## src/rtl/clk_en_pkg.sv

```systemverilog
// Shared types for the multi-channel clock-enable generator.
package clk_en_pkg;

    localparam int unsigned CFG_DIV_W   = 16;
    localparam int unsigned CFG_BURST_W = 8;

    typedef enum logic [1:0] {
        MODE_FREE  = 2'd0,
        MODE_BURST = 2'd1
    } mode_e;

    typedef enum logic {
        ST_IDLE = 1'b0,
        ST_RUN  = 1'b1
    } state_e;

    typedef struct packed {
        logic [CFG_DIV_W-1:0]   div;
        mode_e                  mode;
        logic [CFG_BURST_W-1:0] burst;
    } chan_cfg_t;

    // Reserved mode encodings fall back to free-running.
    function automatic mode_e decode_mode(input logic [1:0] m);
        return (m == 2'd1) ? MODE_BURST : MODE_FREE;
    endfunction

endpackage

```

## src/rtl/clk_en_channel.sv

```systemverilog
// One clock-enable channel: run/idle FSM, divider counter and burst counter.
module clk_en_channel
    import clk_en_pkg::*;
(
    input  logic      clk,
    input  logic      rst_n,
    input  chan_cfg_t cfg,
    input  logic      start,
    input  logic      stop,
    output logic      tick,
    output logic      tog,
    output logic      busy,
    output logic      done
);

    state_e                 state_q, state_d;
    logic [CFG_DIV_W-1:0]   cnt_q, cnt_d;
    logic [CFG_DIV_W-1:0]   div_q, div_d;
    logic [CFG_BURST_W-1:0] rem_q, rem_d;
    logic                   burst_mode_q, burst_mode_d;
    logic                   tick_q, tick_d;
    logic                   tog_q, tog_d;
    logic                   busy_q, busy_d;
    logic                   done_q, done_d;

    logic                   empty_burst_c;
    logic                   first_tick_c;
    logic [CFG_DIV_W-1:0]   cnt_nxt_c;
    logic                   run_tick_c;

    // A zero-length burst completes immediately without entering RUN.
    assign empty_burst_c = (cfg.mode == MODE_BURST) && (cfg.burst == '0);
    // div=0 ticks in the very first cycle after start.
    assign first_tick_c  = (state_d == ST_RUN) && (cfg.div == '0);
    assign cnt_nxt_c     = (cnt_q == div_q) ? '0 : cnt_q + CFG_DIV_W'(1);
    assign run_tick_c    = (cnt_nxt_c == div_q);

    // State and datapath registers with synchronous active-low reset.
    always_ff @(posedge clk) begin
        if (!rst_n) begin
            state_q      <= ST_IDLE;
            cnt_q        <= '0;
            div_q        <= '0;
            rem_q        <= '0;
            burst_mode_q <= 1'b0;
            tick_q       <= 1'b0;
            tog_q        <= 1'b0;
            busy_q       <= 1'b0;
            done_q       <= 1'b0;
        end else begin
            state_q      <= state_d;
            cnt_q        <= cnt_d;
            div_q        <= div_d;
            rem_q        <= rem_d;
            burst_mode_q <= burst_mode_d;
            tick_q       <= tick_d;
            tog_q        <= tog_d;
            busy_q       <= busy_d;
            done_q       <= done_d;
        end
    end

    // Next state: stop beats start, start beats burst completion.
    always_comb begin
        state_d = state_q;
        if (stop) begin
            state_d = ST_IDLE;
        end else if (start) begin
            state_d = empty_burst_c ? ST_IDLE : ST_RUN;
        end else if ((state_q == ST_RUN) && done_q) begin
            state_d = ST_IDLE;
        end
    end

    // Counters and registered outputs for the coming cycle.
    always_comb begin
        cnt_d        = cnt_q;
        div_d        = div_q;
        rem_d        = rem_q;
        burst_mode_d = burst_mode_q;
        tick_d       = 1'b0;
        tog_d        = tog_q;
        done_d       = 1'b0;
        busy_d       = (state_d == ST_RUN);
        if (stop) begin
            cnt_d = cnt_q;
        end else if (start) begin
            div_d        = cfg.div;
            burst_mode_d = (cfg.mode == MODE_BURST);
            cnt_d        = '0;
            tick_d       = first_tick_c;
            tog_d        = first_tick_c;
            rem_d        = cfg.burst - CFG_BURST_W'(first_tick_c);
            done_d       = (cfg.mode == MODE_BURST) &&
                           (empty_burst_c ||
                            (first_tick_c && (cfg.burst == CFG_BURST_W'(1))));
        end else if ((state_q == ST_RUN) && !done_q) begin
            cnt_d  = cnt_nxt_c;
            tick_d = run_tick_c;
            tog_d  = tog_q ^ run_tick_c;
            if (burst_mode_q && run_tick_c) begin
                rem_d  = rem_q - CFG_BURST_W'(1);
                done_d = (rem_q == CFG_BURST_W'(1));
            end
        end
    end

    assign tick = tick_q;
    assign tog  = tog_q;
    assign busy = busy_q;
    assign done = done_q;

endmodule

```

## src/rtl/multi_clock_enable_gen.sv

```systemverilog
// NUM_CH independent clock-enable channels with per-channel shadow configuration.
module multi_clock_enable_gen
    import clk_en_pkg::*;
#(
    parameter  int unsigned NUM_CH  = 4,
    parameter  int unsigned DIV_W   = CFG_DIV_W,
    parameter  int unsigned BURST_W = CFG_BURST_W,
    localparam int unsigned CH_W    = (NUM_CH > 1) ? $clog2(NUM_CH) : 1
) (
    input  logic               sys_clock,
    input  logic               resetn,
    input  logic               cfg_wr,
    input  logic [CH_W-1:0]    cfg_ch,
    input  logic [DIV_W-1:0]   cfg_div,
    input  logic [1:0]         cfg_mode,
    input  logic [BURST_W-1:0] cfg_burst,
    input  logic [NUM_CH-1:0]  start,
    input  logic [NUM_CH-1:0]  stop,
    output logic [NUM_CH-1:0]  tick,
    output logic [NUM_CH-1:0]  tog,
    output logic [NUM_CH-1:0]  busy,
    output logic [NUM_CH-1:0]  done
);

    chan_cfg_t shadow_q [NUM_CH];
    chan_cfg_t shadow_d [NUM_CH];
    chan_cfg_t wr_cfg_c;

    assign wr_cfg_c = '{div:   CFG_DIV_W'(cfg_div),
                        mode:  decode_mode(cfg_mode),
                        burst: CFG_BURST_W'(cfg_burst)};

    // Shadow write decode; the written value is visible to a same-edge start.
    always_comb begin
        for (int i = 0; i < int'(NUM_CH); i++) begin
            shadow_d[i] = shadow_q[i];
            if (cfg_wr && (cfg_ch == CH_W'(i))) begin
                shadow_d[i] = wr_cfg_c;
            end
        end
    end

    // Shadow configuration registers.
    always_ff @(posedge sys_clock) begin
        for (int i = 0; i < int'(NUM_CH); i++) begin
            if (!resetn) begin
                shadow_q[i] <= '0;
            end else begin
                shadow_q[i] <= shadow_d[i];
            end
        end
    end

    for (genvar g = 0; g < int'(NUM_CH); g++) begin : g_ch
        clk_en_channel u_ch (
            .clk   (sys_clock),
            .rst_n (resetn),
            .cfg   (shadow_d[g]),
            .start (start[g]),
            .stop  (stop[g]),
            .tick  (tick[g]),
            .tog   (tog[g]),
            .busy  (busy[g]),
            .done  (done[g])
        );
    end

endmodule
```

## config.mk

```make
export PLATFORM = sky130hd
export DESIGN_NAME = multi_clock_enable_gen
export DESIGN_NICKNAME = d
export VERILOG_FILES = /design/src/rtl/clk_en_pkg.sv /design/src/rtl/clk_en_channel.sv /design/src/rtl/multi_clock_enable_gen.sv
export SDC_FILE = /design/constraint.sdc
export NUM_CORES = 1
export LEC_CHECK = 0
export ABC_AREA = 0
export BUFFER_PORTS_ARGS = -buffer_cell sky130_fd_sc_hd__clkbuf_2
export CAP_MARGIN = 25
export CORE_ASPECT_RATIO = 1.4
export CORE_MARGIN = 8
export CORE_UTILIZATION = 50
export CTS_BUF_LIST = sky130_fd_sc_hd__clkbuf_8 sky130_fd_sc_hd__clkbuf_16
export DETAILED_ROUTE_END_ITERATION = 8
export PLACE_DENSITY = 0.73
export SLEW_MARGIN = 20
export SYNTH_ARGS = -nofsm -noshare
export SYNTH_HDL_FRONTEND = slang
export SYNTH_HIERARCHICAL = 1
export SYNTH_SLANG_ARGS = --single-unit
```

## constraint.sdc

```tcl
create_clock -name sys_clock -period 4.22 [get_ports sys_clock]
set_input_delay 0.211 -clock sys_clock [delete_from_list [all_inputs] [get_ports sys_clock]]
set_output_delay 0.211 -clock sys_clock [all_outputs]
set_load 0.005 [all_outputs]
```

==> summary.txt, run 1 <==
Run status
  – Outcome: finished, final reports clean

Worst setup path
  – Crit path max-delay cell type: or4_4
  – Max FO, Critical Path: 11
  – CP peak stage delay: 620 ps
  – FF-to-FF setup slack: 220 ps
  – Worst path cell trace: nand4_4, or4_4, xor2_1, or4b_1, o211a_1, or4b_4, or4_1, or4_1, a31oi_1
  – Startpoint Class: register
  – Crit end category: register
  – Worst Path Arrival: 4500 ps
  – Most frequent CP cell: or4_1
  – Crit Path Class: reg2reg
  – Worst EP required: 4730 ps

Yosys
  – Unique masters post-synth: 93
  – Fraction of registers with async set/reset: 0%
  – EDFF count, synth: 0
  – Avg Inst Size Synth: 8.31 µm²
  – Syn_nets: 2,221
  – Predominant post-synthesis flop cell: dfxtp_1
  – Top-area cell type share of the netlist area: 31.6%
  – Mapped Cells: 2,162
  – Cell taking the most area after synthesis: dfxtp_1
  – Synth warnings: 6
  – Sequential cell area fraction in the yosys report: 31.6%
  – Top post-synthesis cells by area: dfxtp_1, nand2_1, mux2i_1, xnor2_1, a21oi_1
  – Flops & latches, synth: 284
  – Post-Syn Area: 0.0180 mm²

Finish
  – Area delta synth->final: 7.80%
  – Fraction of layout cells with a size suffix above 1: 13.3%
  – Nets@finish: 2,191
  – Fin util: 54.4%

Clock network
  – Clk sinks: 284
  – Worst-Skew Late Latency: 580 ps
  – Clk pin slew, worst setup/hold paths: 70 ps
  – H-Tree Depth: 1
  – Post-CTS Setup Bufs: 0
  – CTS tree: yes
  – Clock buffer depth: 3
  – Root Buffer Master: clkbuf_16
  – Num CTS Buffers: 29

Global route
  – Initial antenna violation count: 6
  – GRT Overall Usage: 22.4%
  – Vias in the first global route: 15.1k
  – GR Overflow Total: 0
  – First-pass GRT wire length: 78,300 µm
  – Pin count of the biggest net entering global routing: 77

Floorplan
  – Die height: 240 µm
  – Initial Utilization: 50.5%
  – Width of the die: 176 µm
  – Row count: 82
  – Top-level port count: 55
  – Die area: 0.0424 mm²
  – Core Footprint: 0.0356 mm²

Timing
  – Slew @ Worst Pin: 818 ps
  – # setup viols final: 0
  – Period utilisation layout: 94.7%
  – Setup TNS: 0 ps
  – Rel. slew slack: 45.3%
  – RSZ-0062 raised after global routing: false
  – Final Slew Violations: 0
  – Final WS setup: 222 ps
  – Final Hold Fails: 0
  – Layout Skew: 18.5 ps
  – Period minus WS final: 4000 ps
  – Fmax: 250 MHz

Detailed routing
  – Remaining DRCs: 0
  – Drt pass-1 iters: 5
  – Drt first-iter violations: 1,015
  – Total Wirelength: 48,700 µm
  – Final ANT Viol Nets: 0
  – Via count: 15.7k
  – Drt via density: 5.98
  – Post-DR wirelength/cell: 18.6 µm

Flow run
  – Max_cap viols: 0

Place
  – Routability cong.: 0.928
  – HPWL after DPL: 35,700 µm
  – Setup WS pre-CTS: 219 ps
  – IO Port Bufs: 54

Power
  – Pleak: 7.68 nW
  – Comb power frac: 13.9%
  – Share of power burned in registers: 43.4%
  – VDD IR max: 342 µV
  – Cell Pwr Density: 335 mW/mm²
  – Final Power: 6.48 mW
  – Pint: 4.71 mW
  – Clock power share: 42.7%
  – P_sw: 1.77 mW
  – Switching share of power: 27.3%

Min path
  – Class of the most critical hold timing path: in2reg
## repair_timing
action / 4_1_cts / 5_1_grt
hold buffers: 1 / 0
gates resized for setup: 0 / 0
endpoints found under the hold margin: 2 / 0
## flip-flops by register name, summed over array words and instances (netlist names)
signal,cells
g_ch.u_ch/cnt_q,64
g_ch.u_ch/rem_q,32
g_ch.u_ch/tog,4
g_ch.u_ch/tick,4
g_ch.u_ch/div_q,64
g_ch.u_ch/done,4
g_ch.u_ch/burst_mode_q,4
g_ch.u_ch/busy,4
shadow_q,104
## per-stage QoR
| stage | std cells | area, µm² | hold slack, ps |
|---|---|---|---|
| floorplan | 2162 | 18000 | 358 |
| global placement | 2558 | 18300 | 441 |
| detailed placement | 2559 | 18300 | 446 |
| CTS | 2614 | 19300 | 57.9 |
| global route | 2617 | 19400 | 80.3 |
| finish | 2621 | 19400 | 80.6 |
## worst paths after layout
check / startpoint / end / depth (start not counted)
setup / recovery: g_ch[3].u_ch/cnt_q[4] / g_ch[3].u_ch/rem_q[4] / 9
hold / removal: cfg_ch[1] / shadow_q[0][7] / 3
setup reg to reg: g_ch[3].u_ch/cnt_q[4] / g_ch[3].u_ch/rem_q[4] / 9
hold reg to reg: shadow_q[0][1] / shadow_q[0][1] / 2
## layout make-up
type                       instances  area [µm²]
antenna                            4        10.0
clock buffer                      35         808
clock inverter                    19         230
fill                            3216       16200
inverter                          44         165
multi-input combinational       1673       11200
sequential                       284        5690
tap                              462         578
timing repair buffer             100         682
## power groups by stage
stage                     Combinational, mW  Sequential [mW]  Clock [mW]
after floorplan                       0.640             2.85           0
after global placement                0.864             2.87           0
after detailed placement              0.883             2.87           0
after CTS                             0.889             2.81        2.83
after global routing                  0.977             2.82        2.94
final                                 0.898             2.81        2.77
## synthesized netlist by cell type (31+ instances only)
cell	count
clkbuf_1	76
xor2_1	62
dfxtp_1	284
mux2i_1	108
nand4_1	31
buf_2	32
mux2_4	46
nor3_1	55
nor2_1	147
nand3_1	46
a21oi_1	180
nand2_1	363
nor4_1	49
inv_1	42
o21ai_0	57
xnor2_1	103
## critical path: cells and delay by family (launching register included)
family,cells,cell delay [ps]
xor gates and xnor gates,1,180
DFF,1,540
AOI/OAI and AO/OA,2,330
and+or+nand+nor,6,2880
## layout by cell type (no fill, tap or decap), types with 17 or more instances in the layout
| master | Yosys | final |
|---|---|---|
| nor3b_1 | 18 | 18 |
| mux2_2 | 30 | 30 |
| nand2b_1 | 24 | 24 |
| and3_1 | 22 | 22 |
| nor4_1 | 49 | 48 |
| mux2i_1 | 108 | 108 |
| mux2_4 | 46 | 46 |
| clkbuf_2 | 1 | 53 |
| nand4_1 | 31 | 31 |
| inv_1 | 42 | 43 |
| mux2_1 | 25 | 25 |
| o21ai_0 | 57 | 57 |
| a22oi_1 | 19 | 19 |
| nor2_1 | 147 | 147 |
| clkbuf_16 | 0 | 29 |
| or4_1 | 17 | 17 |
| nor3_1 | 55 | 55 |
| ha_1 | 20 | 20 |
| nand2_1 | 363 | 363 |
| xnor2_1 | 103 | 103 |
| a21oi_1 | 180 | 180 |
| buf_4 | 21 | 38 |
| dfxtp_1 | 284 | 284 |
| nand3_1 | 46 | 46 |
| xor2_1 | 62 | 62 |
| or3_1 | 18 | 18 |
## logic make-up (layout without fill, tap and decap cells)
logic type / Yosys count / count (layout) / share of synthesized area [%]
other: 0 / 4 / 0
buffers and inverters: 205 / 198 / 6.04
adder cells (fa/ha/maj): 20 / 20 / 1.39
flip-flops: 284 / 284 / 31.6
XOR/XNOR: 171 / 171 / 8.76
AND/OR/NAND/NOR: 883 / 883 / 24.9
AO/OA/AOI/OAI: 390 / 390 / 14.0
multiplexers: 209 / 209 / 13.3
## routing by layer
metal	up-vias	wire (µm)	share of wire, %	GRT usage [%]
met5	-	27	0.055	0
met4	4	2430	5.0	11.5
met3	145	2180	4.5	3.41
met2	402	24300	50	40.3
met1	7527	19700	41	25.3
li1	7602	-	-	-
Note: power is estimated with default switching activity, not from simulation.
==> run 2, diff against run 1 <==
--- a/config.mk
+++ b/config.mk
@@ -10,10 +10,11 @@
 export CAP_MARGIN = 25
 export CORE_ASPECT_RATIO = 1.4
 export CORE_MARGIN = 8
-export CORE_UTILIZATION = 50
+export CORE_UTILIZATION = 64
 export CTS_BUF_LIST = sky130_fd_sc_hd__clkbuf_8 sky130_fd_sc_hd__clkbuf_16
 export DETAILED_ROUTE_END_ITERATION = 8
-export PLACE_DENSITY = 0.73
+export PLACE_DENSITY = 0.89
+export RECOVER_POWER = 50
 export SLEW_MARGIN = 20
 export SYNTH_ARGS = -nofsm -noshare
 export SYNTH_HDL_FRONTEND = slang
==> run 2 against run 1 <==
  * The run now ends with capacitance limit, slew limit left
  * Sequential share of layout area grew 0.36 points
  * Setup slack lost 8.9 ps
  * Wire length rose by 1.4%
  * Via count increased by 4.0%
  * Critical path depth increased by 1
  * Clock power is 4% higher
  * Cell count is 3.9% lower
  * Non-clock buffer count fell by 5
  * Combinational power decreased by 0.4%
  * Hold slack gained 28 ps
==> summary.txt, run 2 (synthesis results as in run 1) <==
Clock network
  – Root Buffer Master: clkbuf_16
  – Worst-Skew Late Latency: 570 ps (about the same)
  – H-Tree Depth: 1 (unchanged)
  – Clk sinks: 284 (unchanged)
  – CTS tree: yes
  – Clock buffer depth: 3 (unchanged)
  – Clk pin slew, worst setup/hold paths: 60 ps (about the same)
  – Num CTS Buffers: 29 (unchanged)

Global route
  – GR Overflow Total: 0 (unchanged)
  – GRT Overall Usage: 28.5% (+6.0 points)
  – Vias in the first global route: 15.7k (+4.2%)
  – Pin count of the biggest net entering global routing: 78 (+1.3%)
  – Initial antenna violation count: 1 (-5)
  – First-pass GRT wire length: 79,000 µm (+0.93%)

Power
  – Final Power: 6.58 mW (+1.4%)
  – Clock power share: 43.6% (+0.9 points)
  – Switching share of power: 27.3% (about the same)
  – VDD IR max: 308 µV (-10%)
  – Pleak: 7.57 nW (-1.3%)
  – Cell Pwr Density: 343 mW/mm² (+2.6%)
  – Pint: 4.78 mW (+1.4%)
  – P_sw: 1.80 mW (+1.5%)
  – Share of power burned in registers: 42.8% (-0.6 points)
  – Comb power frac: 13.6% (-0.3 points)

Timing
  – Slew @ Worst Pin: 1770 ps (+949 ps)
  – Rel. slew slack: -17.8% (-63 points)
  – Fmax: 250 MHz (-0.22%)
  – Setup TNS: 0 ps (unchanged)
  – # setup viols final: 0 (unchanged)
  – Final Hold Fails: 0 (unchanged)
  – Worst hold slack: 108 ps (+27.8 ps)
  – Final Slew Violations: 73 (+73)
  – Layout Skew: 13.6 ps (-4.95 ps)
  – Period utilisation layout: 94.9% (+0.21 points)
  – Period minus WS final: 4010 ps (+8.94 ps)
  – RSZ-0062 raised after global routing: false

Finish
  – Fraction of layout cells with a size suffix above 1: 11.8% (-1.4 points)
  – Post-route design area: 0.0191 mm² (-1.2%)
  – Max FFs per register: 104 (unchanged)
  – Top Registers: shadow_q: 104 flops, g_ch.u_ch/cnt_q: 64 flops, g_ch.u_ch/div_q: 64 flops
  – Most flop-heavy register: shadow_q
  – Antenna Cells: 0 (-4)
  – Commonest non-fill, non-tap cell in the layout: nand2_1
  – Area delta synth->final: 6.52%
  – Finished Layout Cells: 2,518 (-3.9%)
  – Commonest non-fill, non-tap cells in the layout: nand2_1, dfxtp_1, a21oi_1
  – Nets@finish: 2,186 (-0.23%)
  – Filler cell count: 2,081 (-35%)

Detailed routing
  – Drt first-iter violations: 1,328 (+31%)
  – Post-DR wirelength/cell: 19.6 µm (+5.5%)
  – Total Wirelength: 49,400 µm (+1.4%)
  – Final ANT Viol Nets: 0 (unchanged)
  – Via count: 16.3k (+4.0%)
  – Remaining DRCs: 0 (unchanged)
  – Drt pass-1 iters: 6 (+1)
  – Drt via density: 6.48 (+8.3%)

Min path
  – Class of the most critical hold timing path: in2reg

Worst setup path
  – Startpoint Class: register
  – Most frequent CP cell: or4_1
  – Worst EP required: 4710 ps (-20 ps)
  – Worst path cell trace: ha_1, nand3_2, or4_1, xnor2_1, nor4b_1, nor4_1, or3b_2, or4_1, or4_1, a31oi_1
  – Crit path max-delay cell type: or4_1
  – Crit end category: register
  – Worst Path Arrival: 4500 ps (about the same)
  – Crit Path Class: reg2reg
  – Max FO, Critical Path: 7 (-4)
  – CP peak stage delay: 660 ps (+40 ps)

Place
  – Routability cong.: 0.992 (+6.8%)
  – Placed inst area: 0.0181 mm² (-0.90%)
  – Inst Count DP: 2,464 (-3.7%)
  – HPWL after DPL: 34,500 µm (-3.2%)
  – IO Port Bufs: 54 (unchanged)

Floorplan
  – Core Footprint: 0.0277 mm² (-22%)
  – Top-level port count: 55 (unchanged)
  – Initial Utilization: 65.0% (+15 points)
  – Die height: 214 µm (-11%)
  – Die area: 0.0338 mm² (-20%)
  – Width of the die: 158 µm (-11%)
  – Row count: 72 (-12%)

Run status
  – Failing checks: capacitance limit, slew limit
  – Outcome: finished, violations left

Flow run
  – Max_cap viols: 2 (+2)
==> run 2: cell count changes in the layout (fill, tap and decap cells not counted), moves of 3 or more <==
cell and change:
clkbuf_1 +20, clkbuf_2 -15, buf_4 -5, diode_2 -4, clkinv_4 -3, mux2_1 +3, mux2_4 -3
==> run 2: timing repair <==
| action | 4_1_cts | 5_1_grt |
|---|---|---|
| endpoints found under the setup margin | 0 | 2 |
| hold endpoints to repair | 2 | 0 |
| hold buffers | 1 | 0 |
| resized for setup | 0 | 1 |
| setup buffers | 0 | 0 |
==> run 2: layout make-up <==
cell class              instances  area, µm²  share of cell area, %
flip-flops and latches        284       5690                   29.7
multi-input cells            1673      11200                   58.5
repair buffers                 95        583                   3.05
clock inverters                19        273                   1.42
inverters                      44        165                  0.863
clock buffers                  33        781                   4.08
well taps                     370        463                   2.42
==> run 2: layer usage <==
metal | vias up | global-route usage, % | part of all wire, %
met5 | - | 0 | 0
met2 | 735 | 48.2 | 48
li1 | 7593 | - | -
met4 | 0 | 19.8 | 7.0
met1 | 7755 | 31.4 | 37
met3 | 224 | 5.30 | 7.0
==> run 2: metrics by stage <==
| step | worst slack (ps) | util, % |
|---|---|---|
| 2_1_floorplan | 466 | - |
| 6_report | 213 | 69.2 |
| 3_3_place_gp | 383 | 65.5 |
| 3_5_place_dp | 301 | 65.5 |
| 5_1_grt | 71.1 | 69.2 |
| 4_1_cts | 216 | 69.4 |
==> run 2: path summary, 6_finish.rpt <==
| check | start | endpoint | slack [ps] | cells past startpoint |
|---|---|---|---|---|
| max | g_ch[3].u_ch/cnt_q[1] | g_ch[3].u_ch/rem_q[4] | 210 | 10 |
| min reg2reg | shadow_q[1][12] | shadow_q[1][12] | 460 | 2 |
| min | stop[1] | g_ch[1].u_ch/busy | 110 | 4 |
| max reg2reg | g_ch[3].u_ch/cnt_q[1] | g_ch[3].u_ch/rem_q[4] | 210 | 10 |
==> run 2: worst max-delay path: cells and delay by family, from the launching register on <==
kind                     cells  cell delay (ps)
AO/OA/AOI/OAI                1              170
XOR/XNOR                     1              190
adder cells (fa/ha/maj)      1              300
flip-flops                   1              440
AND/OR/NAND/NOR              7             2830
==> run 2: power by group through the flow <==
stage               registers (mW)  clock network, mW  logic [mW]
floorplan                     2.85                  0       0.640
global placement              2.87                  0       0.838
detailed placement            2.87                  0       0.865
CTS                           2.81               2.88       0.876
global route                  2.82               2.99       0.960
finish                        2.82               2.87       0.894
==> run 3, diff against run 2 <==
--- a/config.mk
+++ b/config.mk
@@ -10,10 +10,10 @@
 export CAP_MARGIN = 25
 export CORE_ASPECT_RATIO = 1.4
 export CORE_MARGIN = 8
-export CORE_UTILIZATION = 64
-export CTS_BUF_LIST = sky130_fd_sc_hd__clkbuf_8 sky130_fd_sc_hd__clkbuf_16
+export CORE_UTILIZATION = 65
+export CTS_BUF_LIST = sky130_fd_sc_hd__clkbuf_2
 export DETAILED_ROUTE_END_ITERATION = 8
-export PLACE_DENSITY = 0.89
+export PLACE_DENSITY = 0.9
 export RECOVER_POWER = 50
 export SLEW_MARGIN = 20
 export SYNTH_ARGS = -nofsm -noshare
==> run 3 against run 2 <==
  * The run still ends with capacitance limit, slew limit left
  * Combinational power is 5.1% higher
  * Die area decreased by 1.4%
  * Clock power fell by 36%
  * Wire length about the same
  * First-iteration DRC count up 3.9%
  * Via count is 1.5% higher
  * Highest routed layer unchanged
  * Sequential power hardly changed
  * Clock skew grew 57 ps
==> summary.txt, run 3 (synthesis results as in run 1) <==
Run status
  – Outcome: finished, violations left
  – Failing checks: capacitance limit, slew limit

Finish
  – Commonest non-fill, non-tap cells in the layout: nand2_1, dfxtp_1, a21oi_1
  – Nets@finish: 2,279 (+4.3%)
  – Top Registers: shadow_q: 104 flops, g_ch.u_ch/cnt_q: 64 flops, g_ch.u_ch/div_q: 64 flops
  – Area delta synth->final: 7.15%
  – Commonest non-fill, non-tap cell in the layout: nand2_1
  – Fraction of layout cells with a size suffix above 1: 14.6% (+2.8 points)
  – Most flop-heavy register: shadow_q
  – Fin util: 70.3% (+1.1 points)
  – Post-route design area: 0.0193 mm² (+0.59%)
  – Max FFs per register: 104 (unchanged)
  – Finished Layout Cells: 2,640 (+4.8%)

Power
  – Clock power share: 33.0% (-11 points)
  – VDD IR max: 207 µV (-33%)
  – Final Power: 5.60 mW (-15%)
  – Switching share of power: 31.9% (+4.6 points)
  – Comb power frac: 16.8% (+3.2 points)
  – Pleak: 7.80 nW (+2.9%)
  – Cell Pwr Density: 291 mW/mm² (-15%)
  – Pint: 3.81 mW (-20%)
  – Share of power burned in registers: 50.3% (+7.5 points)
  – P_sw: 1.79 mW (-0.63%)

Detailed routing
  – Post-DR wirelength/cell: 18.7 µm (-4.7%)
  – Final ANT Viol Nets: 0 (unchanged)
  – Remaining DRCs: 0 (unchanged)
  – Drt via density: 6.27 (-3.2%)
  – Via count: 16.5k (+1.5%)
  – Drt first-iter violations: 1,380 (+3.9%)
  – Drt pass-1 iters: 7 (+1)
  – Total Wirelength: 49,300 µm (about the same)

Worst setup path
  – Startpoint Class: input pin
  – Crit Path Class: in2reg
  – CP startpoint: resetn
  – Worst EP required: 5000 ps (+290 ps)
  – Worst Path Arrival: 4860 ps (+360 ps)
  – Crit path capture: shadow_q[3][8]
  – R2R cell count: 11 (+1)
  – FF-to-FF End: g_ch[2].u_ch/rem_q[3]
  – Max FO, Critical Path: 63 (+56)
  – FF-to-FF setup slack: 240 ps (+30 ps)
  – Worst r2r src: g_ch[2].u_ch/cnt_q[0]
  – Crit end category: register

Timing
  – Rel. slew slack: -74.9% (-57 points)
  – Final Hold Fails: 0 (unchanged)
  – Slew @ Worst Pin: 2620 ps (+856 ps)
  – Period minus WS final: 4080 ps (+69.0 ps)
  – Final Slew Violations: 154 (+110%)
  – Fmax: 245 MHz (-1.7%)
  – Final WS setup: 144 ps (-69.0 ps)
  – Period utilisation layout: 96.6% (+1.6 points)
  – Layout Skew: 70.3 ps (+56.7 ps)
  – # setup viols final: 0 (unchanged)

Floorplan
  – Die height: 213 µm (-0.71%)
  – Top-level port count: 55 (unchanged)
  – Core Footprint: 0.0274 mm² (-0.98%)
  – Row count: 72 (unchanged)
  – Initial Utilization: 65.6% (+0.64 points)
  – Width of the die: 157 µm (-0.69%)
  – Die area: 0.0333 mm² (-1.4%)

Global route
  – First-pass GRT wire length: 79,000 µm (about the same)
  – Initial antenna violation count: 3 (+2)
  – Pin count of the biggest net entering global routing: 90 (+15%)
  – GR Overflow Total: 0 (unchanged)
  – GRT Overall Usage: 29.0% (+0.58 points)
  – Vias in the first global route: 16.1k (+2.7%)

Clock network
  – H-Tree Depth: 3 (+2)
  – Post-CTS Setup Bufs: 0 (unchanged)
  – Worst-Skew Late Latency: 880 ps (+310 ps)
  – Root Buffer Master: clkbuf_2
  – CTS tree: yes
  – Clock buffer depth: 3 (unchanged)
  – Clk pin slew, worst setup/hold paths: 100 ps (+40 ps)
  – Num CTS Buffers: 72 (+150%)
  – Clk sinks: 284 (unchanged)

Min path
  – Class of the most critical hold timing path: in2reg

Flow run
  – Max_cap viols: 2 (unchanged)

Place
  – Setup WS pre-CTS: 219 ps (-82.5 ps)
  – IO Port Bufs: 54 (unchanged)
  – Inst Count DP: 2,469 (+0.20%)
  – HPWL after DPL: 34,600 µm (+0.25%)
  – Routability cong.: 0.982 (-0.99%)
  – Placed inst area: 0.0182 mm² (+0.22%)
run 3: cell count changes in the layout (fill, tap and decap cells not counted), moves of 3 or more:
cell,before,now
clkbuf_2,38,147
dlygate4sd3_1,1,45
clkbuf_16,29,1
clkinv_1,2,18
clkbuf_1,20,11
buf_4,33,39
bufinv_16,6,1
clkinvlp_4,5,0
clkbuf_8,4,0
clkinv_4,3,0
diode_2,0,3
mux2_1,28,25
mux2_4,43,46
run 3: metal layers:
metal,up-vias,wire length (µm),GRT usage [%]
li1,7818,-,-
met5,-,0,0
met1,7885,18600,31.1
met2,647,24200,50.3
met3,198,3170,5.77
met4,0,3310,20.8
run 3: how the worst min path moves through the flow:
stage                    startpoint                   endpoint  slack (ps)  cells after the start
floorplan                    resetn      g_ch[3].u_ch/rem_q[0]         360                      1
global placement    shadow_q[0][18]            shadow_q[0][18]         440                      2
detailed placement  shadow_q[0][21]            shadow_q[0][21]         450                      2
CTS                     cfg_mode[1]  g_ch[1].u_ch/burst_mode_q         110                      6
global route            cfg_mode[1]  g_ch[2].u_ch/burst_mode_q         160                      6
finish                  cfg_mode[1]  g_ch[1].u_ch/burst_mode_q         220                      6
run 3: stage by stage:
step | hold slack, ps | TNS, ps
after CTS | 113 | 0
after global routing | 157 | -10.7
after floorplan | 358 | 0
after global placement | 439 | 0
after detailed placement | 448 | 0
final | 223 | 0
run 3: repair_timing:
item                       4_1_cts  5_1_grt
hold buffers                    45        0
hold endpoints to repair       254        0
setup endpoints to repair        0        3
resized for setup                0        5
run 3: worst max-delay path, stage by stage:
cell           delay (ps)
dlygate4sd3_1         530
clkbuf_1              800
clkbuf_1             1920
nand3b_1              350
dlygate4sd3_1         830
mux2i_1               160
run 3: final cells by class:
type / instances / area (µm²)
flip-flops and latches: 284 / 5690
clock buffers: 101 / 505
diodes: 3 / 7.51
inverters: 44 / 165
repair buffers: 145 / 1080
well taps: 370 / 463
clock inverters: 20 / 104
multi-input cells: 1673 / 11200
fillers: 2143 / 8130
run 3: power by group through the flow:
stage / Sequential, mW / Clock, mW / Combinational (mW)
after floorplan: 2.85 / 0 / 0.640
after global placement: 2.87 / 0 / 0.845
after detailed placement: 2.87 / 0 / 0.873
after CTS: 2.81 / 1.89 / 0.910
after global routing: 2.82 / 2.02 / 1.01
final: 2.81 / 1.84 / 0.940
